==> config.mk <==
export PLATFORM = sky130hd
export DESIGN_NAME = i_fetch_stage
export DESIGN_NICKNAME = d
export VERILOG_FILES = /design/src/rtl/i_fetch_stage.sv
export SDC_FILE = /design/constraint.sdc
export NUM_CORES = 1
export LEC_CHECK = 0
export ABC_AREA = 1
export BUFFER_PORTS_ARGS = -buffer_cell sky130_fd_sc_hd__clkbuf_2
export CORE_MARGIN = 5
export CORE_UTILIZATION = 57
export DETAILED_ROUTE_END_ITERATION = 6
export GPL_ROUTABILITY_DRIVEN = 0
export MAX_ROUTING_LAYER = met4
export PLACE_DENSITY = 0.81
export SYNTH_ARGS = -nofsm -noshare
export SYNTH_HDL_FRONTEND = slang
export SYNTH_SLANG_ARGS = --single-unit
==> constraint.sdc <==
create_clock -name CLK -period 2.1 [get_ports CLK]
set_input_delay 0.105 -clock CLK [delete_from_list [all_inputs] [get_ports CLK]]
set_output_delay 0.105 -clock CLK [all_outputs]
set_load 0.01 [all_outputs]
==> src/rtl/i_fetch_stage.sv <==
// i_fetch_stage: IF stage of the 5-stage MIPS pipeline.
// Owns the PC and the IF/ID pipeline register. It fetches through a
// req/ready instruction-memory handshake, honours the hazard unit's
// PCWrite/IFIDWrite stalls and redirects on taken branches and jumps
// resolved in ID, flushing the wrong-path slot.
module i_fetch_stage #(
    parameter logic [31:0] RESET_PC = 32'h0000_0000,
    parameter logic [31:0] NOP_WORD = 32'h0000_0000
) (
    input  logic        CLK,
    input  logic        RST,
    input  logic        PCWrite,
    input  logic        IFIDWrite,
    input  logic        branchTaken,
    input  logic [31:0] branch_target,
    input  logic        jump,
    input  logic [31:0] jump_target,
    output logic        imem_req,
    output logic [31:0] imem_addr,
    input  logic        imem_ready,
    input  logic [31:0] imem_rdata,
    output logic [31:0] instruction_out,
    output logic [31:0] npc_out,
    output logic        ifid_valid
);

    // FETCH: request outstanding at pc.
    // HOLD:  word already returned but the pipeline is stalled; it waits in the buffer.
    // DRAIN: a redirect arrived while a request was outstanding; the memory
    //        must still complete it, and its data is thrown away.
    typedef enum logic [1:0] {
        FETCH = 2'd0,
        HOLD  = 2'd1,
        DRAIN = 2'd2
    } fetch_state_t;

    fetch_state_t state;
    fetch_state_t state_next;

    logic [31:0] pc;
    logic [31:0] pc_next;
    logic [31:0] npc;

    logic        run;

    logic [31:0] saved_target;
    logic [31:0] saved_target_next;

    logic [31:0] hold_instr;
    logic [31:0] hold_instr_next;
    logic [31:0] hold_npc;
    logic [31:0] hold_npc_next;

    logic [31:0] ifid_instr_next;
    logic [31:0] ifid_npc_next;
    logic        ifid_valid_next;

    logic        redir;
    logic [31:0] redir_target;
    logic        advance;

    // PC+4 wraps naturally modulo 2^32.
    assign npc          = pc + 32'd4;
    assign imem_addr    = pc;

    // A redirect only counts when the PC is allowed to move; jump outranks branch.
    assign redir        = (branchTaken | jump) & PCWrite;
    assign redir_target = jump ? jump_target : branch_target;
    assign advance      = PCWrite & IFIDWrite;

    // Next-state, next-PC, buffer and IF/ID update selection.
    always_comb begin
        state_next        = state;
        pc_next           = pc;
        saved_target_next = saved_target;
        hold_instr_next   = hold_instr;
        hold_npc_next     = hold_npc;
        ifid_instr_next   = instruction_out;
        ifid_npc_next     = npc_out;
        ifid_valid_next   = ifid_valid;
        imem_req          = 1'b0;

        if (run) begin
            case (state)
                FETCH: begin
                    imem_req = 1'b1;
                    if (redir) begin
                        ifid_instr_next = NOP_WORD;
                        ifid_npc_next   = 32'd0;
                        ifid_valid_next = 1'b0;
                        if (imem_ready) begin
                            pc_next = redir_target;
                        end else begin
                            saved_target_next = redir_target;
                            state_next        = DRAIN;
                        end
                    end else if (imem_ready) begin
                        if (advance) begin
                            ifid_instr_next = imem_rdata;
                            ifid_npc_next   = npc;
                            ifid_valid_next = 1'b1;
                            pc_next         = npc;
                        end else begin
                            hold_instr_next = imem_rdata;
                            hold_npc_next   = npc;
                            state_next      = HOLD;
                        end
                    end else if (IFIDWrite) begin
                        // ID consumed the previous word and nothing new arrived:
                        // hand it a bubble so the old word is not executed twice.
                        ifid_instr_next = NOP_WORD;
                        ifid_npc_next   = 32'd0;
                        ifid_valid_next = 1'b0;
                    end
                end

                HOLD: begin
                    if (redir) begin
                        ifid_instr_next = NOP_WORD;
                        ifid_npc_next   = 32'd0;
                        ifid_valid_next = 1'b0;
                        hold_instr_next = 32'd0;
                        hold_npc_next   = 32'd0;
                        pc_next         = redir_target;
                        state_next      = FETCH;
                    end else if (advance) begin
                        ifid_instr_next = hold_instr;
                        ifid_npc_next   = hold_npc;
                        ifid_valid_next = 1'b1;
                        pc_next         = hold_npc;
                        state_next      = FETCH;
                    end
                end

                DRAIN: begin
                    imem_req = 1'b1;
                    if (redir) begin
                        saved_target_next = redir_target;
                    end
                    if (redir || IFIDWrite) begin
                        ifid_instr_next = NOP_WORD;
                        ifid_npc_next   = 32'd0;
                        ifid_valid_next = 1'b0;
                    end
                    if (imem_ready) begin
                        pc_next    = redir ? redir_target : saved_target;
                        state_next = FETCH;
                    end
                end

                default: begin
                    state_next = FETCH;
                end
            endcase
        end
    end

    // State, PC, buffers and IF/ID register with asynchronous reset.
    always_ff @(posedge CLK or negedge RST) begin
        if (!RST) begin
            state           <= FETCH;
            pc              <= RESET_PC;
            run             <= 1'b0;
            saved_target    <= 32'd0;
            hold_instr      <= 32'd0;
            hold_npc        <= 32'd0;
            instruction_out <= NOP_WORD;
            npc_out         <= 32'd0;
            ifid_valid      <= 1'b0;
        end else begin
            state           <= state_next;
            pc              <= pc_next;
            run             <= 1'b1;
            saved_target    <= saved_target_next;
            hold_instr      <= hold_instr_next;
            hold_npc        <= hold_npc_next;
            instruction_out <= ifid_instr_next;
            npc_out         <= ifid_npc_next;
            ifid_valid      <= ifid_valid_next;
        end
    end

endmodule

==> run_results.csv, run 1 <==
group,metric,value,unit
synthesis,yosysTopAreaCellShare,43.2,%
place,post-place-cells,2019,
sta,fmax,500,MHz
global_routing,antenna_found_initial,0,
global_routing,grt_usage,30.9,%
global_routing,grt_overflow,0,
synthesis,synthArstFlopShare,100,%
worst_setup_path,worst-path-buf-inv,2,
synthesis,syn_area_per_cell,7.04,um^2
worst_setup_path,cpLargestDelayFamily,"simple AND/OR/NAND/NOR gates",
cts,cts_max_path_buffers,2,
place,hpwl,23900,um
final_layout,final_cell_area,13800,um^2
worst_setup_path,path_max_fanout,5,
floorplan,io_pins,201,
worst_setup_path,cp_common_cell,"nand2_1",
flow_run,max-cap-violations,0,
global_routing,grt_pass1_wl,54900,um
cts,clkSlewWorstSetupHoldPaths,0.08,ns
power,p_leak,6.95,nW
worst_setup_path,crit_slowest_cell,"dfrtp_1",
floorplan,initial_core_util,58.1,%
final_layout,fin_cells,2088,
detailed_routing,drt_iter0_markers,1382,
sta,hold_ws,0.0321,ns
cts,clock_latency,0.44,ns
power,ir_drop,772,uV
detailed_routing,via_per_inst,5.68,
floorplan,die_y,151,um
final_layout,drive_gt1_share,17.7,%
synthesis,yosysMostFrequentCell,"nand2_1",
sta,clock_skew,0.00825,ns
cts,tritoncts,"built",
worst_setup_path,path_cells,"ha_2 -> inv_1 -> nor2_1 -> buf_4 -> nand3_1 -> nand2_1 -> nand3_1 -> nand2_1 -> nand2_1 -> a22oi_1",
synthesis,yosys_warnings,0,
final_layout,diodes,0,
worst_setup_path,cpPeakStageDelay,0.43,ns
cts,root_buffer,"clkbuf_16",
worst_setup_path,critical_path_class,"reg -> reg",
detailed_routing,wirelength,34800,um
power,power_density,1480,nW/um^2
place,placed_area,12600,um^2
sta,rsz0062_at_grt,"false",
place,io_buffers,200,
sta,setup_viol,0,
sta,hold_viol,0,
synthesis,ys.flop_type,"dfrtp_1",
synthesis,synthCells,1613,
min_path,min_path_type,"in -> reg",
detailed_routing,wire_per_inst,16.7,um
worst_setup_path,cp.required,2.45,ns
run_status,status,"finished with violations",
power,p_total,20.3,mW
worst_setup_path,crit_path_start_kind,"register",
detailed_routing,drc,14,
worst_setup_path,worst-endpoint-arrival,2.35,ns
floorplan,die_w,151,um
worst_setup_path,worstSetupEndpointType,"register",
synthesis,yosysSeqAreaShare,43.2,%
global_routing,grt_pass1_vias,10800,
floorplan,dieArea,22800,um^2
cts,htreeDepth,4,
synthesis,synth_common_cells,"nand2_1, dfrtp_1, nor2_1, inv_1, a21oi_1",
run_status,violations,"design-rule violations",
final_layout,fillers,1591,
synthesis,synth_edf_count,0,
floorplan,rows,51,
cts,numCtsBuffers,17,
sta,slew_headroom,60.8,%
cts,numClockSinks,196,
synthesis,yosys_register_bits,196,
synthesis,yosysUniqueCellTypes,46,
final_layout,nets,1918,
floorplan,core_area,19500,um^2
global_routing,grt_max_degree,105,
synthesis,yosysTopAreaCell,"dfrtp_1",
sta,drv_slew,0,
sta,period_minus_slack,2.00,ns
final_layout,layout-area-overhead-vs-synth,21.3,%
synthesis,syn_nets,1721,
detailed_routing,drt_pass1_iterations,7,
sta,layout_setup_ws,0.0997,ns
sta,fin_setup_tns,0,ns
sta,period_share,95.3,%
sta,tightestPinTransition,0.588,ns
final_layout,final_util,70.5,%
detailed_routing,ant_nets,0,
synthesis,ys_top_cells_by_area,"dfrtp_1, nand2_1, a21oi_1, nor2_1, inv_1",
place,pre_cts_slack,0.0532,ns
detailed_routing,vias,11900,
synthesis,syn_area,11300,um^2
## repair_timing
item,in CTS,in global routing
endpoints found under the setup margin,1,132
endpoints found under the hold margin,95,0
cloned,1,1
gates resized for setup,1,22
setup buffers,0,2
hold buffers,33,0
pin swaps,0,1
## final timing paths
| path | start | endpoint | slack [ns] | cells past startpoint |
|---|---|---|---|---|
| setup reg to reg | imem_addr[3] | imem_addr[12] | 0.1 | 10 |
| max in group asynchronous | RST | instruction_out[31] | 1.10 | 3 |
| setup / recovery | imem_addr[3] | imem_addr[12] | 0.1 | 10 |
| hold reg to reg | npc_out[18] | npc_out[18] | 0.48 | 2 |
| min in group asynchronous | RST | hold_instr[27] | 0.23 | 2 |
| hold / removal | jump_target[6] | saved_target[6] | 0.03 | 5 |
## metal layers
metal / GRT usage (%) / wire, um / vias to the layer above
met2: 45.2 / 15300 / 741
met5: - / 0 / -
met1: 43.9 / 14300 / 5367
li1: - / - / 5646
met3: 5.33 / 4120 / 106
met4: 10.7 / 1000 / 0
## cells by family (layout without fill, tap and decap cells)
logic type / Yosys count / in the layout / share of synthesized area (%)
compound gates: 371 / 371 / 18.1
xor+xnor: 6 / 6 / 0.463
fa+ha+maj: 5 / 5 / 0.551
buf+inv: 243 / 453 / 9.55
flops: 196 / 196 / 43.2
other cells: 1 / 1 / 0.0330
simple gates: 791 / 791 / 28.1
## layout by cell type, fill, tap and decap left out, types with 9 or more instances in the layout
cell           instances
nand2_1              494
o21ai_2               11
dfrtp_1              194
dlygate4sd3_1         33
inv_1                138
buf_4                 25
nor2_1               172
nor3_1                23
nor2_2                10
o21ai_0              100
buf_12                12
nand4_1                9
nand3_1               62
o21ai_1               30
a21oi_1              135
clkbuf_2             199
o22ai_1               77
clkbuf_16             18
## worst min-delay path, stage by stage
cell and delay [ns]:
clkbuf_2 0.08, inv_1 0.04, nand2_1 0.05, nand3_1 0.08
a31oi_1 0.08
## registers in the layout (all words and copies together), names as in the netlist
register and flops:
run 1, state 2, saved_target 32, instruction_out 32
ifid_valid 1, npc_out 32, hold_instr 32, hold_npc 32
imem_addr 32
## area by class of cell
class,count,area [um^2],area share [%]
multi-input combinational,1174,5420,39.4
sequential,196,4910,35.6
timing repair buffer,275,1900,13.8
inverter,146,552,4.01
clock buffer,18,439,3.19
tap,265,332,2.41
clock inverter,14,223,1.62
## power breakdown
part / internal (mW) / switching, mW / leakage [nW]
combinational: 3.58 / 6.32 / 4.20
sequential: 5.53 / 1.26 / 2.43
clock: 2.07 / 1.57 / 0.315
total: 11.2 / 9.14 / 6.95
No activity file was read; power rests on OpenSTA's default activity.
==> inputs of run 2 (changes only) <==
--- a/config.mk
+++ b/config.mk
@@ -11,7 +11,6 @@
 export CORE_UTILIZATION = 57
 export DETAILED_ROUTE_END_ITERATION = 6
 export GPL_ROUTABILITY_DRIVEN = 0
-export MAX_ROUTING_LAYER = met4
 export PLACE_DENSITY = 0.81
 export SYNTH_ARGS = -nofsm -noshare
 export SYNTH_HDL_FRONTEND = slang
==> run 2 against run 1 <==
Against the previous run:
- the flow now finishes without violations
- utilization decreased by 0.077 points
- sequential power about the same
- maximum frequency decreased by 0.36%
- first-iteration DRC count increased by 12%
- final area decreased by 0.11%
- register-to-register slack about the same
- largest power group unchanged
- total power decreased by 0.24%
- via count about the same
- critical endpoint is now instruction_out[13]
- die area unchanged
- critical path depth decreased by 2
==> run_results.csv, run 2 (same netlist as run 1, synthesis figures left out) <==
group,metric,value,unit
place,hpwl,23900,um
global_routing,grt_pass1_wl,54800,um
worst_setup_path,cp.required,2.45,ns
cts,root_buffer,"clkbuf_16",
final_layout,drive_gt1_share,17.7,%
place,io_buffers,200,
floorplan,core_area,19500,um^2
cts,numClockSinks,196,
power,ir_drop,779,uV
floorplan,dieArea,22800,um^2
worst_setup_path,worstSetupEndpointType,"register",
global_routing,antenna_found_initial,0,
final_layout,final_cell_area,13800,um^2
sta,hold_viol,0,
cts,htreeDepth,4,
worst_setup_path,cpLargestDelayFamily,"buffers and inverters",
detailed_routing,vias,11900,
place,post-place-cells,2019,
floorplan,initial_core_util,58.1,%
worst_setup_path,path_max_fanout,30,
place,pre_cts_slack,0.0532,ns
power,p_leak,6.95,nW
sta,drv_slew,0,
min_path,min_path_type,"in -> reg",
worst_setup_path,worst-endpoint-arrival,2.36,ns
worst_setup_path,worst-path-buf-inv,3,
detailed_routing,drc,0,
cts,tritoncts,"built",
cts,numCtsBuffers,17,
global_routing,grt_pass1_vias,10800,
sta,hold_ws,0.0384,ns
sta,slew_headroom,61.1,%
floorplan,die_y,151,um
global_routing,grt_usage,30.0,%
final_layout,layout_commonest_cell,"nand2_1",
sta,rsz0062_at_grt,"true",
cts,cts_max_path_buffers,2,
sta,fmax,498,MHz
sta,clock_skew,0.0106,ns
global_routing,grt_overflow,0,
final_layout,area.sequential,4910,um^2
detailed_routing,wirelength,34600,um
cts,clkSlewWorstSetupHoldPaths,0.08,ns
detailed_routing,wire_per_inst,16.6,um
worst_setup_path,crit_path_start_kind,"register",
final_layout,multiInputGateArea,5410,um^2
final_layout,nets,1918,
detailed_routing,drt_pass1_iterations,6,
detailed_routing,ant_nets,0,
sta,period_minus_slack,2.01,ns
worst_setup_path,path_cells,"inv_1 -> ha_2 -> nand2_2 -> buf_6 -> bufbuf_16 -> o22ai_1 -> nand2_1 -> o21ai_2",
final_layout,final_cell_mix,"nand2_1, clkbuf_2, dfrtp_1, nor2_1, inv_1",
worst_setup_path,crit_slowest_cell,"dfrtp_1",
floorplan,io_pins,201,
worst_setup_path,critical_path_class,"reg -> reg",
sta,tightestPinTransition,0.583,ns
sta,layout_setup_ws,0.0925,ns
floorplan,die_w,151,um
power,power_density,1470,nW/um^2
worst_setup_path,cpPeakStageDelay,0.40,ns
place,placed_area,12600,um^2
flow_run,max-cap-violations,0,
final_layout,fillers,1588,
detailed_routing,via_per_inst,5.68,
floorplan,rows,51,
detailed_routing,drt_iter0_markers,1549,
sta,period_share,95.6,%
final_layout,fin_cells,2088,
final_layout,layout-area-overhead-vs-synth,21.2,%
run_status,status,"finished clean",
final_layout,diodes,0,
sta,setup_viol,0,
global_routing,grt_max_degree,105,
cts,clock_latency,0.44,ns
run 2: cell types whose count changed in the layout (fill, tap and decap cells not counted):
cell        delta
nor2_1         -1
buf_8          -1
nor2_2         +1
clkinv_1       +1
buf_6          +1
ha_2           +1
ha_4           -1
clkinvlp_4     -1
run 2: cell type report:
cell class	instances	area share, %
clock buffer	18	3.19
clock inverter	14	1.62
inverter	146	3.99
multi-input combinational	1174	39.4
sequential	196	35.7
tap	265	2.41
timing repair buffer	275	13.8
run 2: metrics by stage:
stage	power (mW)	TNS, ns	utilization (%)
detailed placement	16.1	0	64.6
global route	21.6	-0.0494	70.4
floorplan	12.9	0	-
global placement	15.8	0	64.6
finish	20.3	0	70.4
CTS	19.9	0	69.9
run 2: timing repair:
action / 4_1_cts / 5_1_grt
buffers inserted: 0 / 2
endpoints found under the setup margin: 1 / 132
resized for setup: 1 / 20
hold endpoints to repair: 95 / 0
hold buffers: 33 / 0
pin swaps: 0 / 1
gates cloned: 1 / 1
run 2: report_power, final:
part	internal, mW	leakage (nW)	switching (mW)
Sequential	5.53	2.43	1.25
Clock	2.07	0.315	1.57
Combinational	3.55	4.20	6.31
Total	11.1	6.95	9.12
run 2: final timing paths:
check,startpoint,end,slack (ns),depth (start not counted)
worst max-delay path,state[1],instruction_out[13],0.09,8
worst min-delay path,jump_target[6],saved_target[6],0.04,5
worst max register to register,state[1],instruction_out[13],0.09,8
worst min register to register,npc_out[18],npc_out[18],0.48,2
max in group asynchronous,RST,instruction_out[31],1.10,3
min in group asynchronous,RST,hold_instr[27],0.24,2
run 2: worst register-to-register path, cell delays in order, from the launching register on:
cell	delay (ns)
dfrtp_1	0.40
inv_1	0.10
ha_2	0.38
nand2_2	0.08
buf_6	0.19
bufbuf_16	0.34
o22ai_1	0.16
nand2_1	0.10
o21ai_2	0.18
run 2: layer usage:
| metal | wire [um] | part of all wire (%) | track usage [%] | vias up |
|---|---|---|---|---|
| met1 | 14100 | 41 | 43.5 | 5357 |
| met5 | 0 | 0 | 0 | - |
| met4 | 958 | 2.8 | 10.5 | 0 |
| met3 | 4240 | 12 | 5.80 | 95 |
| li1 | - | - | - | 5655 |
| met2 | 15400 | 44 | 45.1 | 751 |
==> inputs of run 3 (changes only) <==
--- a/config.mk
+++ b/config.mk
@@ -7,6 +7,7 @@
 export LEC_CHECK = 0
 export ABC_AREA = 1
 export BUFFER_PORTS_ARGS = -buffer_cell sky130_fd_sc_hd__clkbuf_2
+export CORE_ASPECT_RATIO = 0.8
 export CORE_MARGIN = 5
 export CORE_UTILIZATION = 57
 export DETAILED_ROUTE_END_ITERATION = 6
==> run 3 against run 2 <==
Against the previous run:
- largest power group unchanged
- final cell count grew 0.14%
- sequential power grew 0.9%
- sequential share of layout area grew 0.079 points
- setup slack lost 0.034 ns
- first-iteration DRC count grew 2.5%
- register-to-register slack lost 0.03 ns
- via count grew 1.4%
- non-clock buffer count grew 4
- global-route usage grew 0.80 points
- maximum frequency shrank 1.7%
- critical endpoint is now imem_addr[0]
- clock skew is essentially flat
==> run_results.csv, run 3 (same netlist as run 1, synthesis figures left out) <==
group,metric,value,unit
run_status,status,"finished clean",
sta,drv_slew,0,
cts,numClockSinks,196,
power,power_density,1470,nW/um^2
power,p_sw_share,46.2,%
global_routing,grt_overflow,0,
detailed_routing,via_per_inst,5.75,
worst_setup_path,cpPeakStageDelay,0.37,ns
sta,fmax,490,MHz
global_routing,grt_max_degree,110,
final_layout,layout_commonest_cell,"nand2_1",
detailed_routing,drt_pass1_iterations,6,
floorplan,rows,46,
cts,htreeDepth,4,
floorplan,io_pins,201,
sta,setup_viol,0,
global_routing,top_usage_layer,"met2",
worst_setup_path,path_max_fanout,8,
cts,numCtsBuffers,17,
power,power_frac_clock,17.5,%
global_routing,grt_pass1_vias,11300,
detailed_routing,drt_iter0_markers,1588,
final_layout,final_util,69.7,%
min_path,min_path_type,"in -> reg",
worst_setup_path,crit_slowest_cell,"dfrtp_1",
sta,period_minus_slack,2.04,ns
worst_setup_path,worst-endpoint-arrival,2.37,ns
sta,slew_headroom,60.5,%
power,p_comb_share,48.7,%
final_layout,drive_gt1_share,17.9,%
detailed_routing,ant_nets,0,
worst_setup_path,worstSetupEndpointType,"register",
cts,cts_max_path_buffers,2,
power,ir_drop,1190,uV
sta,clock_skew,0.0104,ns
detailed_routing,vias,12000,
global_routing,grtUsageMet1,41.1,%
floorplan,dieArea,22900,um^2
global_routing,grt_pass1_wl,56900,um
worst_setup_path,cp.required,2.43,ns
global_routing,grt_usage,30.8,%
power,p_int,10.9,mW
floorplan,initial_core_util,57.7,%
floorplan,die_y,136,um
sta,fin_setup_tns,0,ns
floorplan,die_w,168,um
flow_run,max-cap-violations,0,
final_layout,layout-area-overhead-vs-synth,20.9,%
cts,clock_latency,0.45,ns
final_layout,nets,1922,
sta,hold_ws,0.0413,ns
final_layout,diodes,0,
final_layout,final_cell_mix,"nand2_1, clkbuf_2, dfrtp_1, nor2_1, inv_1",
global_routing,gr-usage-met3,5.87,%
cts,tritoncts,"built",
sta,period_share,97.2,%
detailed_routing,drc,0,
global_routing,grt_util_met2,50.0,%
cts,clkSlewWorstSetupHoldPaths,0.08,ns
worst_setup_path,path_cells,"inv_1 -> ha_1 -> buf_4 -> nand2_1 -> nand2_1 -> nor2_4 -> nand2_2 -> buf_4 -> a31oi_2 -> o21ai_0",
sta,tightestPinTransition,0.593,ns
power,p_leak,6.93,nW
place,io_buffers,200,
floorplan,core_area,19700,um^2
worst_setup_path,critical_path_class,"reg -> reg",
cts,root_buffer,"clkbuf_16",
power,pwr-share-seq,33.9,%
worst_setup_path,crit_path_start_kind,"register",
power,switchingPower,9.34,mW
detailed_routing,wirelength,35800,um
global_routing,antenna_found_initial,0,
detailed_routing,wire_per_inst,17.1,um
place,hpwl,24600,um
sta,hold_viol,0,
-- run 3: cell count changes in the layout (fill, tap and decap cells not counted), moves of 2 or more --
cell / previous run / this run
buf_4: 25 / 32
nand2_4: 2 / 0
nor2_1: 171 / 173
nor2_2: 11 / 8
clkinv_8: 2 / 4
bufinv_16: 4 / 2
nor3_2: 3 / 5
inv_8: 1 / 3
inv_6: 2 / 4
nor3_1: 23 / 21
-- run 3: per-stage QoR --
step	cell area [um^2]	total power, mW	std cells	setup slack (ns)
CTS	13600	19.8	2089	0.0530
finish	13700	20.2	2091	0.0582
global placement	12600	15.9	2024	0.149
floorplan	11300	12.9	1613	0.241
detailed placement	12600	16.2	2024	0.0659
global route	13700	21.6	2091	-0.0187
-- run 3: cell type report --
cell class,instances,area (um^2)
inverter,146,554
clock inverter,15,211
multi-input combinational,1174,5430
tap,264,330
clock buffer,17,425
sequential,196,4910
fill,1663,5970
timing repair buffer,279,1860
-- run 3: power groups by stage --
stage	Sequential (mW)	Combinational (mW)	Clock, mW
2_1_floorplan	6.90	5.96	0
3_3_place_gp	6.80	9.11	0
3_5_place_dp	6.85	9.39	0
4_1_cts	6.80	9.49	3.55
5_1_grt	7.02	10.9	3.74
6_report	6.84	9.83	3.53
-- run 3: path summary, 6_finish.rpt --
path                       slack (ns)  cells after the start                start                   to
setup / recovery                 0.06                     10             state[0]         imem_addr[0]
hold / removal                   0.04                      5       jump_target[6]      saved_target[6]
setup reg to reg                 0.06                     10             state[0]         imem_addr[0]
hold reg to reg                  0.48                      2  instruction_out[12]  instruction_out[12]
max in group asynchronous        1.08                      3                  RST   instruction_out[5]
min in group asynchronous        0.22                      2                  RST        hold_instr[6]
-- run 3: what timing repair did --
item,4_1_cts,5_1_grt
gates resized for setup,1,20
hold buffers,33,0
endpoints found under the setup margin,1,101
gates cloned,0,1
buffers inserted,0,1
hold endpoints to repair,95,0
-- run 3: metal layers --
metal | share of wire [%] | vias up | wire length (um)
met5 | 0 | - | 0
met4 | 4.0 | 0 | 1420
met3 | 9.8 | 105 | 3490
met2 | 47 | 691 | 16800
met1 | 39 | 5580 | 14000
li1 | - | 5653 | -
-- run 3: critical path: cells and delay by family (launching register included) --
family / cells / cell delay (ns)
AND/OR/NAND/NOR: 4 / 0.48
buffers and inverters: 3 / 0.47
flip-flops: 1 / 0.37
AO/OA/AOI/OAI: 2 / 0.35
adder cells (fa/ha/maj): 1 / 0.26
